===== src/rtl/stream_fifo_pkg.sv =====
// Shared defaults and the occupancy-to-flag helper for stream_fifo.
package stream_fifo_pkg;

    localparam int unsigned DefWidth   = 8;
    localparam int unsigned DefDepth   = 8;
    localparam int unsigned DefAeLevel = 1;

    typedef struct packed {
        logic empty;
        logic full;
        logic almost_empty;
        logic almost_full;
    } fifo_flags_t;

    function automatic fifo_flags_t count_to_flags(int unsigned cnt, int unsigned cap,
                                                   int unsigned af_level, int unsigned ae_level);
        fifo_flags_t f;
        f.empty        = (cnt == 0);
        f.full         = (cnt == cap);
        f.almost_empty = (cnt <= ae_level);
        f.almost_full  = (cnt >= af_level);
        return f;
    endfunction

endpackage


===== src/rtl/stream_fifo_ram.sv =====
// Storage array for stream_fifo: one synchronous write port, one asynchronous read port, no reset.
module stream_fifo_ram #(
    parameter int unsigned WIDTH = 8,
    parameter int unsigned DEPTH = 8
) (
    input  logic             clk,
    input  logic             i_we,
    input  logic [DEPTH-1:0] i_waddr,
    input  logic [WIDTH-1:0] i_wdata,
    input  logic [DEPTH-1:0] i_raddr,
    output logic [WIDTH-1:0] o_rdata
);

    logic [WIDTH-1:0] r_mem [2**DEPTH];

    always_ff @(posedge clk) begin
        if (i_we) begin
            r_mem[i_waddr] <= i_wdata;
        end
    end

    assign o_rdata = r_mem[i_raddr];

endmodule


===== src/rtl/stream_fifo.sv =====
// Show-ahead synchronous FIFO using all 2^DEPTH entries with registered occupancy flags.
// Sticky overflow/underflow flags exist only when STREAM_FIFO_ERR_FLAGS_EN is defined.
module stream_fifo
    import stream_fifo_pkg::*;
#(
    parameter int unsigned WIDTH    = DefWidth,
    parameter int unsigned DEPTH    = DefDepth,
    parameter int unsigned AF_LEVEL = (1 << DEPTH) - 2,
    parameter int unsigned AE_LEVEL = DefAeLevel
) (
    input  logic             clk,
    input  logic             rst,
    input  logic             en,
    input  logic             enqueue,
    input  logic             dequeue,
    input  logic [WIDTH-1:0] enqueue_data,
    output logic [WIDTH-1:0] queue_head_data,
    output logic [DEPTH:0]   count,
    output logic             empty,
    output logic             full,
    output logic             almost_empty,
    output logic             almost_full,
    input  logic             err_clr,
    output logic             overflow,
    output logic             underflow
);

    localparam int unsigned Cap = 1 << DEPTH;

    logic [DEPTH-1:0] r_head, r_rear;
    logic [DEPTH:0]   r_count, w_count_d;
    fifo_flags_t      r_flags, w_flags_d;
    logic             w_clear, w_do_read, w_do_write;

    // A disabled block behaves exactly like a reset, so both share one clear path.
    assign w_clear    = rst | ~en;
    assign w_do_read  = dequeue & ~r_flags.empty;
    assign w_do_write = enqueue & (~r_flags.full | w_do_read);

    always_comb begin
        w_count_d = r_count;
        if (w_clear) begin
            w_count_d = '0;
        end else if (w_do_write && !w_do_read) begin
            w_count_d = r_count + 1'b1;
        end else if (w_do_read && !w_do_write) begin
            w_count_d = r_count - 1'b1;
        end
        w_flags_d = count_to_flags(int'(w_count_d), Cap, AF_LEVEL, AE_LEVEL);
    end

    always_ff @(posedge clk) begin
        r_count <= w_count_d;
        r_flags <= w_flags_d;
        if (w_clear) begin
            r_head <= '0;
            r_rear <= '0;
        end else begin
            if (w_do_read) begin
                r_head <= r_head + 1'b1;
            end
            if (w_do_write) begin
                r_rear <= r_rear + 1'b1;
            end
        end
    end

    stream_fifo_ram #(
        .WIDTH (WIDTH),
        .DEPTH (DEPTH)
    ) u_ram (
        .clk     (clk),
        .i_we    (w_do_write & ~w_clear),
        .i_waddr (r_rear),
        .i_wdata (enqueue_data),
        .i_raddr (r_head),
        .o_rdata (queue_head_data)
    );

    assign count        = r_count;
    assign empty        = r_flags.empty;
    assign full         = r_flags.full;
    assign almost_empty = r_flags.almost_empty;
    assign almost_full  = r_flags.almost_full;

`ifdef STREAM_FIFO_ERR_FLAGS_EN
    logic r_overflow, r_underflow;

    // A new error in the same cycle as err_clr wins, so nothing is lost.
    always_ff @(posedge clk) begin
        if (w_clear) begin
            r_overflow  <= 1'b0;
            r_underflow <= 1'b0;
        end else begin
            r_overflow  <= (r_overflow & ~err_clr) | (enqueue & ~w_do_write);
            r_underflow <= (r_underflow & ~err_clr) | (dequeue & r_flags.empty);
        end
    end

    assign overflow  = r_overflow;
    assign underflow = r_underflow;
`else
    logic w_unused_err_clr;
    assign w_unused_err_clr = err_clr;
    assign overflow         = 1'b0;
    assign underflow        = 1'b0;
`endif

endmodule


===== config.mk =====
export PLATFORM = sky130hd
export DESIGN_NAME = stream_fifo
export DESIGN_NICKNAME = d
export VERILOG_FILES = /design/src/rtl/stream_fifo_pkg.sv /design/src/rtl/stream_fifo_ram.sv /design/src/rtl/stream_fifo.sv
export SDC_FILE = /design/constraint.sdc
export NUM_CORES = 2
export LEC_CHECK = 0
export ABC_AREA = 1
export CAP_MARGIN = 20
export CELL_PAD_IN_SITES_DETAIL_PLACEMENT = 1
export CELL_PAD_IN_SITES_GLOBAL_PLACEMENT = 1
export CORE_UTILIZATION = 52
export DETAILED_ROUTE_END_ITERATION = 10
export PLACE_DENSITY_LB_ADDON = 0.1
export SLEW_MARGIN = 15
export SYNTH_ARGS = -nofsm -noshare
export SYNTH_HDL_FRONTEND = slang
export SYNTH_SLANG_ARGS = --single-unit

===== constraint.sdc =====
create_clock -name clk -period 2.9 [get_ports clk]
set_input_delay 0.435 -clock clk [delete_from_list [all_inputs] [get_ports clk]]
set_output_delay 0.435 -clock clk [all_outputs]
set_load 0.1 [all_outputs]

# Word-level counts from Yosys, hierarchy flattened
# Memory sizes are Yosys's and may differ from the RTL's. A register that Yosys moved wholly into a read port is not among the register bits.
# Index checks and enable logic that the tools add are counted.
# W data, S select, Z words.
dict set report op_classes {
  n_addsub 4
  n_lt_le_gt_ge 2
  n_eq_ne 1
  muxes 7
  bitwise 9
  n_reduce_logical 5
}
# cell count
set ops {}
lappend ops {{$mux W9} 3}
lappend ops {{$add A8 B1 Y8 const B} 2}
lappend ops {{$mux W8} 2}
lappend ops {{$add A9 B1 Y9 const B} 1}
lappend ops {{$eq A9 B9 Y1 const B} 1}
lappend ops {{$ge A9 B8 Y1 const B} 1}
lappend ops {{$le A9 B1 Y1 const B} 1}
lappend ops {{$logic_not A9 Y1} 1}
lappend ops {{$sub A9 B1 Y9 const B} 1}
lappend ops {{$not A1 Y1} 4}
lappend ops {{$and A1 B1 Y1} 3}
lappend ops {{$logic_and A1 B1 Y1} 2}
lappend ops {{$logic_not A1 Y1} 2}
lappend ops {{$mux W1} 2}
lappend ops {{$or A1 B1 Y1} 2}
dict set report totals {
  ff_bits 29
  ram_bits 2048
  in_bits 14
  out_inout_bits 23
  wordCells 36
  memories 1
}
# name depth width rd rd_clocked_by_memory_dff write_ports line
set memory_table {}
lappend memory_table {u_ram.r_mem 256 8 1 1 1 stream_fifo_ram.sv:14} ;# logic [WIDTH-1:0] r_mem [2**DEPTH];

# Longest topological paths before layout
dict set report depth {
  ltp_word 10
  depth_mapped 15
  depth_no_buf 14
}

# By module
# From an unflattened synthesis, not the netlist that was laid out.
dict set report hier_totals {
  cells_unflattened 7238
  hier_area_um2 84897.7
}
# mod instances cells_each area_each_um2 seq_area_each_um2
set by_module_without_submodules {}
lappend by_module_without_submodules {stream_fifo_ram 1 6995 83236.1 61499.0}
lappend by_module_without_submodules {stream_fifo 1 243 1661.6 580.6}

# Worst setup path before layout
# No wires, ideal clock.
dict set report synth_timing {
  kind {register to register}
  from {reg r_flags (netlist bit empty)}
  to {mem u_ram.r_mem[158][0] (enable)}
  setup_ps 383
  arrival_ps 2276
  t_required_ps 2517
  slack_ps 240
  stages_incl_launch_ff 9
  n_path_buf 1
  period_less_slack_ps 2660
  path_cell_list {dfxtp_1 > inv_1 > nand2_4 > a21oi_4 > inv_2 > nor2_2 > buf_4 > nand3_1 > nor3_1}
}
dict set report synth_between {
  elab_chain_len 7
}
# element line
set synth_lines {}
lappend synth_lines {{from (decl)} stream_fifo.sv:32} ;# fifo_flags_t r_flags, w_flags_d;
lappend synth_lines {{from (signal assigned)} stream_fifo.sv:54} ;# r_flags <= w_flags_d;
lappend synth_lines {{$not A1 Y1} stream_fifo.sv:37} ;# assign w_do_read = dequeue & ~r_flags.empty;
lappend synth_lines {{$and A1 B1 Y1} stream_fifo.sv:37}
lappend synth_lines {{$or A1 B1 Y1} stream_fifo.sv:38} ;# assign w_do_write = enqueue & (~r_flags.full | w_do_read);
lappend synth_lines {{$and A1 B1 Y1} stream_fifo.sv:38}
lappend synth_lines {{$and A1 B1 Y1} stream_fifo.sv:73} ;# .i_we (w_do_write & ~w_clear),
lappend synth_lines {{$mux W1} stream_fifo_ram.sv:17} ;# if (i_we) begin
lappend synth_lines {{$mux W1 (not written as such)} stream_fifo_ram.sv:18} ;# r_mem[i_waddr] <= i_wdata;
lappend synth_lines {{to (decl)} stream_fifo_ram.sv:14}
# No other way between the ends.

==> reports/qor.txt <==
================================================================================
Result of the run ................................................. finished with violations
Violations in the final reports ................................... negative setup slack
Net switching power ...............................................      15.1 mW
Total number of vias ..............................................        62000
Maximum buffer depth of the clock tree ............................            3
Fraction of final layout cells sized beyond drive strength 1 ......        17.8%
Share of power burned in the clock network ........................        41.1%
Die outline area ..................................................   165000 um2
Final global-route overflow total .................................            0
CTS H-Tree Depth ..................................................            4
Number of remaining DRC errors ....................................            0
Die Ht ............................................................       406 um
Area share of the largest cell type after synthesis ...............        72.4%
Core box area .....................................................   161000 um2
Clock latency on the worst-skew pair ..............................      0.87 ns
I/O pin total .....................................................           37
Logic depth of the worst register-to-register path ................            7
Crit-path max FO ..................................................           15
Clock buffer count from CTS .......................................          211
Type of destination of the critical path .......................... primary output
Internal ..........................................................      50.0 mW
Count of nets left with antenna violations after detail routing ...            0
Placer's final routability congestion estimate ....................        0.894
Clock-pin slew on the worst setup and hold paths ..................      0.06 ns
Average wire per standard cell ....................................      28.3 um
Hold slack ........................................................    0.0274 ns
Port Buffers ......................................................           33
Post-synthesis sequential element count ...........................         2085
Crit path DAT .....................................................      3.39 ns
Fmax ..............................................................      262 MHz
Leakage ...........................................................      37.3 nW
Global-route wire length before repair ............................    414000 um
Max-slew headroom at the worst pin ................................        40.5%
Post-synthesis cell count .........................................         7243
Post-synthesis sequential area ratio ..............................        73.3%
Setup Crit Path Kind ..............................................   reg -> out
Per-cell via count in the routed design ...........................         6.14
Number of stages on the worst hold path ...........................            1
Power per Cell Area ...............................................   630 nW/um2
Die boundary width ................................................       406 um
Post-detailed-routing wire length .................................    286000 um
Combinational share of power ......................................         8.0%
CTS tree ..........................................................          yes
Clock skew after layout ...........................................    0.0339 ns
Final setup violation count .......................................            8
Unique cell type count in the Yosys netlist .......................           33
Worst-case vdd ir drop ............................................     0.730 mV
Slack of the worst reg-to-reg path ................................      0.42 ns
Largest net degree at the start of global routing .................           89
Required time of the worst setup path .............................      2.47 ns
Actual slew at the worst max-slew pin .............................     0.891 ns
Crit path launch type .............................................         flop
Initial standard-cell utilization of the core .....................        52.7%
Cell at the root of the clock tree ................................ sky130_fd_sc_hd__clkbuf_16
# nets final ......................................................         7786
Initial detailed-routing violation count ..........................         7093
TritonRoute pass-1 iters ..........................................            6
Number of antenna violations at the first check in global routing .            7
Global routing usage summed across all routing layers .............        34.3%
Shortest period the worst path allows .............................      3.82 ns
Per-instance average area after synthesis .........................     11.7 um2
Dpl hpwl ..........................................................    166000 um
Yosys warnings ....................................................            0
Fin. max-slew vios ................................................            0
Unrepaired setup endpoints after global routing ...................          yes
Largest area contributor in the synthesized netlist ............... sky130_fd_sc_hd__edfxtp_1
Max-Cap Viols .....................................................            0
Part of the power in registers ....................................        50.8%
Area growth from synthesis to layout ..............................        21.8%
Via count of the first global-routing pass ........................        64000
Hold Violations, Final ............................................            0
Post-Route Utilization ............................................        64.1%
Final cycle utilization of the critical path ......................         132%
Number of placement rows ..........................................          147
Clk sink count ....................................................         2085
Final critical-path setup slack ...................................    -0.924 ns
Min-Delay Path Class ..............................................    in -> reg
Cell types with the largest area share after synthesis ............ sky130_fd_sc_hd__edfxtp_1, sky130_fd_sc_hd__nand3_1, sky130_fd_sc_hd__nand2_1
Switching portion of total power ..................................        23.2%
Synthesized cell area .............................................    84900 um2
================================================================================
-- metrics by stage --
step                      setup TNS [ns]  setup WS, ns  std cells  power [mW]  cell area (um2)
after floorplan                        0         0.240       7244        35.9            84900
after global placement             -1.98        -0.328       9596        37.9            92400
after detailed placement           -2.23        -0.338       9596        38.1            92400
after CTS                          -7.34        -0.951      10100        65.0           102000
after global routing               -7.79         -1.00      10100        66.5           103000
final                              -7.27        -0.924      10100        65.1           103000
-- cell usage in the layout (no fill, tap or decap), types with 4 or more instances in the layout --
cell type,instances
sky130_fd_sc_hd__a21oi_1,9
sky130_fd_sc_hd__buf_12,151
sky130_fd_sc_hd__buf_16,45
sky130_fd_sc_hd__buf_4,507
sky130_fd_sc_hd__buf_6,30
sky130_fd_sc_hd__buf_8,12
sky130_fd_sc_hd__bufbuf_16,16
sky130_fd_sc_hd__bufinv_16,19
sky130_fd_sc_hd__clkbuf_1,50
sky130_fd_sc_hd__clkbuf_16,223
sky130_fd_sc_hd__clkdlybuf4s50_1,4
sky130_fd_sc_hd__clkinv_1,52
sky130_fd_sc_hd__clkinv_2,37
sky130_fd_sc_hd__clkinv_8,4
sky130_fd_sc_hd__clkinvlp_4,5
sky130_fd_sc_hd__dfxtp_1,31
sky130_fd_sc_hd__dfxtp_4,4
sky130_fd_sc_hd__diode_2,4
sky130_fd_sc_hd__dlygate4sd3_1,4
sky130_fd_sc_hd__edfxtp_1,2048
sky130_fd_sc_hd__ha_1,7
sky130_fd_sc_hd__inv_1,88
sky130_fd_sc_hd__inv_6,8
sky130_fd_sc_hd__nand2_1,2134
sky130_fd_sc_hd__nand2_2,29
sky130_fd_sc_hd__nand2_4,8
sky130_fd_sc_hd__nand3_1,1739
sky130_fd_sc_hd__nand3_2,256
sky130_fd_sc_hd__nand3_4,42
sky130_fd_sc_hd__nand4_1,5
sky130_fd_sc_hd__nor2_1,319
sky130_fd_sc_hd__nor3_1,11
sky130_fd_sc_hd__o21ai_0,13
-- final timing paths --
kind	endpoint	startpoint
worst max-delay path	queue_head_data[5]	flop
worst min-delay path	u_ram.r_mem[110][5]	enqueue_data[5]
worst max register to register	u_ram.r_mem[21][3]	r_rear[4]
worst min register to register	flop	r_head[7]
-- routing by layer --
metal / track usage [%] / share of wire (%) / up-vias
li1: - / - / 26700
met1: 45.2 / 39 / 31800
met2: 55.9 / 49 / 2897
met3: 6.24 / 8.3 / 593
met4: 15.0 / 4.1 / 10
met5: 0 / 0.026 / -
-- logic make-up after synthesis --
logic type | count (synthesis) | synth area share (%)
xor+xnor | 3 | 0.0309
simple gates | 4550 | 23.2
fa+ha+maj | 7 | 0.103
other cells | 1 | 0.00441
flops | 2085 | 73.3
buf+inv | 570 | 3.23
compound gates | 27 | 0.181
-- synthesized netlist by cell type, drive strengths merged --
cell type and number:
ha 7, a2111oi 1, and3 1, nand3b 1, nor4 1, nor3b 1, dfxtp 37, nand3 2037
nand2 2171, a31oi 3, clkbuf 107, nor2 321, xnor2 2, a21oi 10, o21ai 13, conb 1
edfxtp 2048, buf 367, inv 96, or2 1, nor3 11, nand4 5, xor2 1
-- registers in the layout, indices dropped and copies added, names as in the netlist, named ones only --
signal        cells
u_ram.r_mem    2048
count             9
r_rear            8
empty             1
r_head            8
almost_full       1
almost_empty      1
full              1
-- layout make-up --
class                           count  area, um2
Sequential cell                  2085      62300
Clock buffer                      264       5530
Antenna cell                        4       10.0
Multi-Input combinational cell   4589      21900
Fill cell                       15800      57900
Timing Repair inverter              3       47.5
Tap cell                         2160       2700
Inverter                           96        407
Timing Repair Buffer              779       9440
Clock inverter                    127       1140
-- worst max-delay path, stage by stage (launching register included) --
cell	delay, ns
sky130_fd_sc_hd__dfxtp_4	0.41
sky130_fd_sc_hd__buf_12	0.16
sky130_fd_sc_hd__buf_16	0.15
sky130_fd_sc_hd__buf_12	0.16
sky130_fd_sc_hd__buf_4	0.14
sky130_fd_sc_hd__clkbuf_16	0.18
sky130_fd_sc_hd__nand2_1	0.08
sky130_fd_sc_hd__nand3_1	0.11
sky130_fd_sc_hd__nand3_1	0.10
sky130_fd_sc_hd__nand3_2	0.12
sky130_fd_sc_hd__nand3_2	0.14
sky130_fd_sc_hd__nand3_4	0.13
sky130_fd_sc_hd__nand3_1	0.08
sky130_fd_sc_hd__nand2_1	0.13
sky130_fd_sc_hd__nand2_2	0.08
sky130_fd_sc_hd__nand2_4	0.15
sky130_fd_sc_hd__buf_12	0.18
-- what timing repair did --
action | 4_1_cts | 5_1_grt
cloned | 36 | 11
gates resized for setup | 231 | 265
hold buffers | 4 | 0
pin swaps | 29 | 69
endpoints found under the setup margin | 8 | 8
endpoints found under the hold margin | 78 | 0
buffers inserted | 49 | 21
-- power groups by stage --
stage	Combinational [mW]	Clock (mW)	Sequential, mW
floorplan	2.07	0	33.9
detailed placement	4.33	0	33.7
finish	5.23	26.8	33.1
global placement	4.17	0	33.7
CTS	4.95	26.9	33.1
global route	5.51	27.9	33.1
No activity file was read; power rests on OpenSTA's default activity.
